**config.mk**
```make
export PLATFORM = sky130hd
export DESIGN_NAME = seq_alu
export DESIGN_NICKNAME = d
export VERILOG_FILES = /design/src/rtl/alu_pkg.sv /design/src/rtl/md_iter.sv /design/src/rtl/seq_alu.sv
export SDC_FILE = /design/constraint.sdc
export NUM_CORES = 1
export LEC_CHECK = 0
export ABC_AREA = 1
export CORE_MARGIN = 4
export CORE_UTILIZATION = 23
export CTS_CLUSTER_DIAMETER = 40
export CTS_CLUSTER_SIZE = 25
export DETAILED_ROUTE_END_ITERATION = 10
export HOLD_SLACK_MARGIN = 0.1
export MAX_ROUTING_LAYER = met4
export PLACE_DENSITY = 0.47
export SYNTH_ARGS = -nofsm -noshare
export SYNTH_HDL_FRONTEND = slang
export SYNTH_SLANG_ARGS = --single-unit
```
**constraint.sdc**
```tcl
create_clock -name CLK -period 4.25 [get_ports CLK]
set_input_delay 0.6375 -clock CLK [delete_from_list [all_inputs] [get_ports CLK]]
set_output_delay 0.6375 -clock CLK [all_outputs]
set_load 0.05 [all_outputs]
```
**src/rtl/alu_pkg.sv**
```systemverilog
// Shared definitions for the registered ALU: opcodes, FSM encoding and
// the combinational result of the eight single-cycle operations.
package alu_pkg;

   localparam logic [3:0] OP_ADD  = 4'd0;
   localparam logic [3:0] OP_SUB  = 4'd1;
   localparam logic [3:0] OP_SLL  = 4'd2;
   localparam logic [3:0] OP_OR   = 4'd3;
   localparam logic [3:0] OP_AND  = 4'd4;
   localparam logic [3:0] OP_SLTU = 4'd5;
   localparam logic [3:0] OP_SLT  = 4'd6;
   localparam logic [3:0] OP_NOR  = 4'd7;
   localparam logic [3:0] OP_MULU = 4'd8;
   localparam logic [3:0] OP_DIVU = 4'd9;

   typedef enum logic {
      ST_IDLE = 1'b0,
      ST_RUN  = 1'b1
   } state_t;

   // Operands arrive sign-extended to 64 bits, which keeps both the signed
   // and unsigned ordering of the narrower value; callers truncate the result.
   function automatic logic [63:0] alu_comb(input logic [3:0]  op,
                                            input logic [63:0] a,
                                            input logic [63:0] b,
                                            input logic [5:0]  sh);
      logic [63:0] r;
      r = '0;
      case (op)
         OP_ADD:  r = a + b;
         OP_SUB:  r = a - b;
         OP_SLL:  r = b << sh;
         OP_OR:   r = a | b;
         OP_AND:  r = a & b;
         OP_SLTU: r = {63'd0, (a < b)};
         OP_SLT:  r = {63'd0, ($signed(a) < $signed(b))};
         OP_NOR:  r = ~(a | b);
         default: r = '0;
      endcase
      return r;
   endfunction

endpackage

```
**src/rtl/md_iter.sv**
```systemverilog
// Iterative unsigned multiply (shift-add) and restoring divide datapath.
// Exposes the next-step values so the owner can register the final step.
module md_iter #(
   parameter int WIDTH = 32
) (
   input  logic             clk,
   input  logic             rst_n,
   input  logic             i_load,
   input  logic             i_div,
   input  logic [WIDTH-1:0] i_a,
   input  logic [WIDTH-1:0] i_b,
   input  logic             i_step,
   output logic [WIDTH-1:0] o_hi_nxt,
   output logic [WIDTH-1:0] o_lo_nxt,
   output logic             o_last
);

   localparam int CW = $clog2(WIDTH) + 1;

   logic [WIDTH-1:0] r_hi;
   logic [WIDTH-1:0] r_lo;
   logic [WIDTH-1:0] r_b;
   logic             r_div;
   logic [CW-1:0]    r_cnt;

   logic [WIDTH:0]   w_sum;
   logic             w_ge;
   logic [WIDTH-1:0] w_diff;
   logic [WIDTH-1:0] w_hi_nxt;
   logic [WIDTH-1:0] w_lo_nxt;

   // Divide: remainder shifts in the next dividend bit from lo; a zero
   // divisor always "fits", giving an all-ones quotient and remainder = A.
   always_comb begin
      w_sum    = '0;
      w_ge     = 1'b0;
      w_diff   = '0;
      w_hi_nxt = r_hi;
      w_lo_nxt = r_lo;
      if (r_div) begin
         w_ge   = ({r_hi, r_lo[WIDTH-1]} >= {1'b0, r_b});
         w_diff = WIDTH'({r_hi, r_lo[WIDTH-1]} - {1'b0, r_b});
         if (w_ge) begin
            w_hi_nxt = w_diff;
            w_lo_nxt = {r_lo[WIDTH-2:0], 1'b1};
         end else begin
            w_hi_nxt = {r_hi[WIDTH-2:0], r_lo[WIDTH-1]};
            w_lo_nxt = {r_lo[WIDTH-2:0], 1'b0};
         end
      end else begin
         w_sum    = r_lo[0] ? ({1'b0, r_hi} + {1'b0, r_b}) : {1'b0, r_hi};
         w_hi_nxt = w_sum[WIDTH:1];
         w_lo_nxt = {w_sum[0], r_lo[WIDTH-1:1]};
      end
   end

   always_ff @(posedge clk) begin
      if (!rst_n) begin
         r_hi  <= '0;
         r_lo  <= '0;
         r_b   <= '0;
         r_div <= 1'b0;
         r_cnt <= '0;
      end else if (i_load) begin
         r_hi  <= '0;
         r_lo  <= i_a;
         r_b   <= i_b;
         r_div <= i_div;
         r_cnt <= CW'(WIDTH);
      end else if (i_step) begin
         r_hi  <= w_hi_nxt;
         r_lo  <= w_lo_nxt;
         r_cnt <= r_cnt - CW'(1);
      end
   end

   assign o_hi_nxt = w_hi_nxt;
   assign o_lo_nxt = w_lo_nxt;
   assign o_last   = (r_cnt == CW'(1));

endmodule

```
**src/rtl/seq_alu.sv**
```systemverilog
// Registered execute-stage ALU: single-cycle ops complete in one edge,
// MULU/DIVU run WIDTH steps behind a Start/Busy/Done handshake.
module seq_alu
   import alu_pkg::*;
#(
   parameter int WIDTH = 32,
   parameter int SHW   = $clog2(WIDTH)
) (
   input  logic             CLK,
   input  logic             Reset,
   input  logic             Start,
   input  logic [3:0]       ALUop,
   input  logic             ALUSrcA,
   input  logic             ALUSrcB,
   input  logic [WIDTH-1:0] ReadData1,
   input  logic [WIDTH-1:0] ReadData2,
   input  logic [WIDTH-1:0] Ext,
   input  logic [WIDTH-1:0] Sa,
   output logic             Busy,
   output logic             Done,
   output logic [WIDTH-1:0] Result,
   output logic [WIDTH-1:0] ResultHi,
   output logic             zero,
   output state_t           dbg_state
);

   // Handshake: Start is taken only in IDLE (Busy=0); Done pulses for one
   // cycle after the completing edge and Result/ResultHi/zero hold after it.

   state_t           r_state;
   state_t           w_state_nxt;
   logic [WIDTH-1:0] r_result;
   logic [WIDTH-1:0] r_result_hi;
   logic             r_zero;
   logic             r_done;

   logic [WIDTH-1:0] w_a;
   logic [WIDTH-1:0] w_b;
   logic [WIDTH-1:0] w_single;
   logic             w_is_md;
   logic             w_accept;
   logic             w_load;
   logic             w_step;
   logic             w_fin_sc;
   logic             w_fin_md;
   logic             w_busy;
   logic             w_last;
   logic [WIDTH-1:0] w_hi_nxt;
   logic [WIDTH-1:0] w_lo_nxt;

   assign w_a      = ALUSrcA ? Sa  : ReadData1;
   assign w_b      = ALUSrcB ? Ext : ReadData2;
   assign w_is_md  = (ALUop == OP_MULU) || (ALUop == OP_DIVU);
   assign w_accept = (r_state == ST_IDLE) && Start;
   assign w_single = WIDTH'(alu_comb(ALUop, 64'($signed(w_a)), 64'($signed(w_b)),
                                     6'(w_a[SHW-1:0])));

   always_ff @(posedge CLK) begin
      if (!Reset) r_state <= ST_IDLE;
      else        r_state <= w_state_nxt;
   end

   always_comb begin
      w_state_nxt = r_state;
      case (r_state)
         ST_IDLE: if (w_accept && w_is_md) w_state_nxt = ST_RUN;
         ST_RUN:  if (w_last)              w_state_nxt = ST_IDLE;
         default: w_state_nxt = ST_IDLE;
      endcase
   end

   always_comb begin
      w_load   = 1'b0;
      w_step   = 1'b0;
      w_fin_sc = 1'b0;
      w_fin_md = 1'b0;
      w_busy   = 1'b0;
      case (r_state)
         ST_IDLE: begin
            w_load   = w_accept && w_is_md;
            w_fin_sc = w_accept && !w_is_md;
         end
         ST_RUN: begin
            w_busy   = 1'b1;
            w_step   = 1'b1;
            w_fin_md = w_last;
         end
         default: ;
      endcase
   end

   md_iter #(
      .WIDTH (WIDTH)
   ) u_md_iter (
      .clk      (CLK),
      .rst_n    (Reset),
      .i_load   (w_load),
      .i_div    (ALUop == OP_DIVU),
      .i_a      (w_a),
      .i_b      (w_b),
      .i_step   (w_step),
      .o_hi_nxt (w_hi_nxt),
      .o_lo_nxt (w_lo_nxt),
      .o_last   (w_last)
   );

   // Outputs move only on a completing edge; partial products stay inside md_iter.
   always_ff @(posedge CLK) begin
      if (!Reset) begin
         r_result    <= '0;
         r_result_hi <= '0;
         r_zero      <= 1'b1;
         r_done      <= 1'b0;
      end else begin
         r_done <= w_fin_sc || w_fin_md;
         if (w_fin_sc) begin
            r_result    <= w_single;
            r_result_hi <= '0;
            r_zero      <= (w_single == '0);
         end else if (w_fin_md) begin
            r_result    <= w_lo_nxt;
            r_result_hi <= w_hi_nxt;
            r_zero      <= (w_lo_nxt == '0);
         end
      end
   end

   assign Busy      = w_busy;
   assign Done      = r_done;
   assign Result    = r_result;
   assign ResultHi  = r_result_hi;
   assign zero      = r_zero;
   assign dbg_state = r_state;

endmodule

```
# Word-level counts from Yosys, hierarchy flattened
# Index checks and enable logic that the tools add are counted.
# word_totals
word_cells,71
in_bits,137
reg_bits,170
output_inout_bits,68
# op_classes
reduce_logical,13
magnitude_cmp,3
muxes,23
n_shift,1
addsub,5
n_eq_ne,10
bitwise,5
# ops
op,n
2-to-1 mux 32 bit,9
case mux 32 bit (8 select lines),1
logical NOT 32 bit,2
less-than comparator 64 bit,1
<< shifter 64 x 5 -> 32 bit,1
subtractor 32 bit,2
adder 32 x 32 -> 33 bit,1
greater-or-equal comparator 33 x 32 -> 1 bit,1
2-to-1 mux 33 bit,1
adder 32 bit,1
AND 32 bit,1
less-than comparator 32 bit,1
inverter 32 bit,1
bitwise OR 32 bit,1
== test 4 x 3 -> 1 bit (second input constant),4
2-to-1 mux 6 bit,2
2-to-1 mux 1 bit,9
== test 4 x 2 -> 1 bit (second input constant),2
== test 4 bit (second input constant),2
== test 6 x 1 -> 1 bit (second input constant),1
subtractor 6 x 1 -> 6 bit (second input constant),1
== test 4 x 1 -> 1 bit (second input constant),1
logical NOT 4 bit,1
nonzero test 2 bit,2
other kinds (6),11

# Logic depth before layout (Yosys ltp)
# depth
depth_word,6
ltp_mapped,37

# Cells and area by module
# From an unflattened synthesis, not the netlist that was laid out.
# unflattened
hier_cells,4211
area_unflattened_um2,22540.4
# modules_own_cells
mod,n_inst,cells_per_inst,area_each_um2,seq_area_each_um2
seq_alu,1,2315,12020.3,1341.3
md_iter,1,1896,10520.1,2062.0

# Worst setup path before layout
# Ideal clock, no wire load.
# synth_timing
path_type,input-to-reg
start,input port ALUSrcA
end,register r_zero (netlist: zero)
arrival_time_ps,4204
setup_ps,58
path_slack_ps,-12
required_time_ps,4192
stages,36
cell_sequence,inv_2 buf_6 clkbuf_1 or2_2 o21ai_0 ha_1 buf_2 inv_1 nand2_1 nor2_1 nand2_1 nand3_1 nand2_1 nand2_1 nand3_1 a21oi_1 nor2_1 nor2_1 nor2_1 fa_1 o21ai_0 nand2_1 nand2_1 nor2_1 nand2_1 nor2_1 nand3_1 nor2_1 nand3b_1 nor2_1 nand3_1 nor2_1 nand2_1 nand2_1 nand2_1 nand2_1
# synth_via
elab_chain_len,6
word_cells_on_any_way,12
classes_between,add/sub: 2; order compare: 2; shift: 1; mux: 3; bitwise: 3; reduce/logical: 1
# synth_lines
item,line,rtl
"start, declared",seq_alu.sv:13,"input logic ALUSrcA,"
2-to-1 mux 32 bit *,seq_alu.sv:51,assign w_a = ALUSrcA ? Sa : ReadData1;
branches (longest 2 deep; another with less-than comparator 64 bit),--,
case mux 32 bit (8 select lines) *,alu_pkg.sv:29,case (op)
logical NOT 32 bit *,seq_alu.sv:119,r_zero <= (w_single == '0);
2-to-1 mux 1 bit *,seq_alu.sv:116,if (w_fin_sc) begin
"end signal, assigned",seq_alu.sv:119,
"end signal, assigned",seq_alu.sv:123,r_zero <= (w_lo_nxt == '0);
"end, declared",seq_alu.sv:34,logic r_zero;
# Mark *: on every way between the ends.
# A chain may end at the register's enable or synchronous reset.

# Worst setup path after layout
# layout_timing
start,input port Ext[29]
end,register r_zero (netlist: zero)
# layout_via
elab_chain_len,6
word_cells_on_any_way,12
classes_between,add/sub: 2; order compare: 2; shift: 1; mux: 3; bitwise: 3; reduce/logical: 1
# layout_lines
item,line,rtl
"start, declared",seq_alu.sv:17,"input logic [WIDTH-1:0] Ext,"
2-to-1 mux 32 bit *,seq_alu.sv:52,assign w_b = ALUSrcB ? Ext : ReadData2;
via u_md_iter.i_b[29],md_iter.sv:11,"input logic [WIDTH-1:0] i_b,"
branches (longest 2 deep; another with less-than comparator 64 bit),--,
case mux 32 bit (8 select lines) *,alu_pkg.sv:29,
logical NOT 32 bit *,seq_alu.sv:119,
2-to-1 mux 1 bit *,seq_alu.sv:116,
# Mark *: on every way through the listed nets, which the timed path passes.

==> qor.yml <==
grt_setup_unrepaired: "yes"
grt_overflow: 0
grt_pass1_vias: 24540
power.switching_fraction_pct: 45.57
synth_seq_area_share_pct: 16.95
cell_taking_the_most_area_after_synthesis: "sky130_fd_sc_hd__dfxtp_1"
cpMaxStageDelayCell: "sky130_fd_sc_hd__clkdlybuf4s50_1"
postSynthNetCount: 3796
gp_congestion: 1.012
critical_path.top_delay_family: "simple AND/OR/NAND/NOR gates"
wl_per_cell_um: 21.10
crit_path_end_kind: "register"
dp_hpwl_um: 89900
syn-cell-area_um2: 20080
finish.net_count: 4291
vias_per_cell: 4.948
hold_path_class: "register to register"
yosys_warnings: 0
design.portCount: 205
die-area_um2: 92100
clock-skew-final_ns: 0.01455
finalSetupViolCount: 0
tritoncts: "built"
synth_top_cells_by_area: "sky130_fd_sc_hd__dfxtp_1 17%, sky130_fd_sc_hd__nand2_1 15%, sky130_fd_sc_hd__nand3_1 11%"
slowest_delay_ns: 0.46
post-route-drc-count: 0
grt_antenna_before_repair: 0
netSwitchingPower_w: 0.003307
yosys_top_cell_area_share_pct: 16.95
synth_cells: 3489
cts_htree_levels: 4
cts_buffers: 17
combinationalPowerShare_pct: 52.4
syn2layout_area_growth_pct: 37.67
timing.fmax_mhz: 242.0
status: "finished, final reports clean"
syn_area_per_cell_um2: 5.756
synth-edff-count: 0
antennaDiodeCount: 0
timing.final.hold_violations: 0
post_synth_num_cell_types: 55
grt_start_max_net_pins: 77
drive_gt1_share_pct: 16.89
cell_internal_pwr_w: 0.003949
drt_first_pass_iters: 5
ant_nets: 0
period_needed_ns: 4.132
path_common_cell: "sky130_fd_sc_hd__nand2_1"
crit_path_max_fanout: 5
timing.final.max_slew_violations: 0
synthMostInstantiatedCell: "sky130_fd_sc_hd__nand2_1"
ir_worst_vdd_mv: 0.3177
clock_tree.root_cell: "sky130_fd_sc_hd__clkbuf_16"
synth_flop_cell: "sky130_fd_sc_hd__dfxtp_1"
port-buffer-count: 204
synthTopCellsByCount: "798 x sky130_fd_sc_hd__nand2_1, 473 x sky130_fd_sc_hd__nor2_1, 424 x sky130_fd_sc_hd__nand3_1"
synthesis_stage_register_bit_count: 170
critPathLaunchType: "primary input"
setup.worst_path.class: "primary input to register"
endpoint_required_time_on_the_critical_path_ns: 4.65
rows: 108
timing.critical_path.buf_inv: 5
p_total_w: 0.007256
cp.arrival_ns: 4.53
fp.dieH_um: 303.5
postSynth.asyncResetShare_pct: 0
cts.path.max_buffers: 2
start_util_pct: 23.15
leakage_power_nw: 12.80
die_x_um: 303.5
cts_num_sinks: 170
share_of_the_cycle_needed_by_the_critical_path_after_routing_pct: 97.23
area_of_the_core_region_um2: 86750
vias: 25490
path_clk_slew_ns: 0.09
maxCapViolations: 0
p_seq_share_pct: 23.6
global_route_wire_length_before_repair_um: 156600
timing_worst_slew_pin_value_ns: 0.8989
whs_ns: 0.4888
nFillCells: 9878
drt_first_iter_violations: 2088
worst_skew_pair.late_latency_ns: 0.50
timing.max_slew.rel_slack_pct: 39.53
drt-total-wl_um: 108700
clockPowerShare_pct: 24.0
groute.usage.overall_pct: 23.58
power_density_nw_per_um2: 262.5
metrics by stage:
step | area, µm² | setup TNS, ns | util (%) | std cells | worst slack, ns
3_3_place_gp | 26140 | -2.090 | 30.13 | 5102 | -0.9422
6_report | 27650 | 0 | 31.87 | 5152 | 0.1175
4_1_cts | 26880 | 0 | 30.99 | 5137 | 0.002168
3_5_place_dp | 26140 | -2.119 | 30.13 | 5102 | -0.8927
2_1_floorplan | 20080 | 0 | - | 3489 | 0.01381
5_1_grt | 27650 | -0.1145 | 31.87 | 5152 | -0.1145
sequential cells by signal, indices dropped and copies added, names as in the netlist:
signal           count
u_md_iter.r_lo      32
ResultHi            32
Result              32
zero                 1
Done                 1
u_md_iter.r_cnt      6
dbg_state            1
u_md_iter.r_div      1
u_md_iter.r_b       32
u_md_iter.r_hi      32
worst register-to-register path, stage by stage (launching register included):
cell                       delay, ns
sky130_fd_sc_hd__dfxtp_1        0.42
sky130_fd_sc_hd__ha_1           0.24
sky130_fd_sc_hd__inv_1          0.07
sky130_fd_sc_hd__fa_1           0.40
sky130_fd_sc_hd__nand3b_1       0.17
sky130_fd_sc_hd__nand2_1        0.11
sky130_fd_sc_hd__a21oi_1        0.15
sky130_fd_sc_hd__o21ai_0        0.46
sky130_fd_sc_hd__a21oi_1        0.22
sky130_fd_sc_hd__o21bai_1       0.33
sky130_fd_sc_hd__nand2_1        0.13
sky130_fd_sc_hd__nand3_1        0.09
sky130_fd_sc_hd__nand3_1        0.08
sky130_fd_sc_hd__nand2_1        0.09
sky130_fd_sc_hd__nand3_1        0.10
sky130_fd_sc_hd__nor2_1         0.10
sky130_fd_sc_hd__nor2_1         0.05
final timing paths:
check / start / to / slack [ns] / depth (start not counted)
hold / removal: u_md_iter.r_b[22] / u_md_iter.r_b[22] / 0.49 / 2
setup / recovery: Ext[29] / zero / 0.12 / 31
hold reg to reg: u_md_iter.r_b[22] / u_md_iter.r_b[22] / 0.49 / 2
setup reg to reg: u_md_iter.r_hi[0] / u_md_iter.r_hi[21] / 0.93 / 16
power groups by stage:
stage | clock, W | combinational [W] | sequential, W
6_report | 0.00174 | 0.00381 | 0.00171
5_1_grt | 0.00185 | 0.00411 | 0.00172
4_1_cts | 0.00179 | 0.00361 | 0.00171
3_5_place_dp | 0 | 0.00357 | 0.00175
3_3_place_gp | 0 | 0.00358 | 0.00175
2_1_floorplan | 0 | 0.00190 | 0.00177
cell type report:
cell class	instances	area, µm²	share of cell area, %
repair buffers	637	5573	20.16
multi-input cells	2745	15000	54.26
flip-flops and latches	170	3410	12.33
clock inverters	15	217.7	0.7875
well taps	1155	1445	5.227
clock buffers	17	425.4	1.539
inverters	413	1574	5.693
metal layers:
metal	vias to the layer above	GRT usage [%]	wire [µm]
met5	-	-	0
met4	0	7.984	4091
met3	132	2.540	6269
met2	848	38.39	49780
met1	11960	30.52	48590
li1	12560	-	-
logic make-up after synthesis:
group	share of synthesized area [%]
buffers and inverters	11.56
AO/OA/AOI/OAI	18.03
flip-flops	16.95
multiplexers	0.6978
AND/OR/NAND/NOR	40.29
XOR/XNOR	1.701
adder cells (fa/ha/maj)	10.78
cell usage in the layout, fill, tap and decap left out, drive strengths merged, types with 15 or more instances in the layout:
cell type / n
ha: 165
buf: 433
dfxtp: 170
xor2: 26
clkdlybuf4s50: 200
o21ai: 267
nor2: 473
o211ai: 17
nand3: 424
nand2: 807
o21bai: 15
a21oi: 210
a31oi: 40
a221oi: 33
nor3: 26
clkbuf: 19
or2: 55
nand4: 74
inv: 415
repair_timing:
| action | CTS | global route |
|---|---|---|
| pin swaps | 7 | 45 |
| setup buffers | 3 | 14 |
| gates cloned | 0 | 1 |
| hold buffers | 0 | 0 |
| resized for setup | 26 | 166 |
| setup endpoints to repair | 2 | 2 |
(Power assumes the default switching activity.)
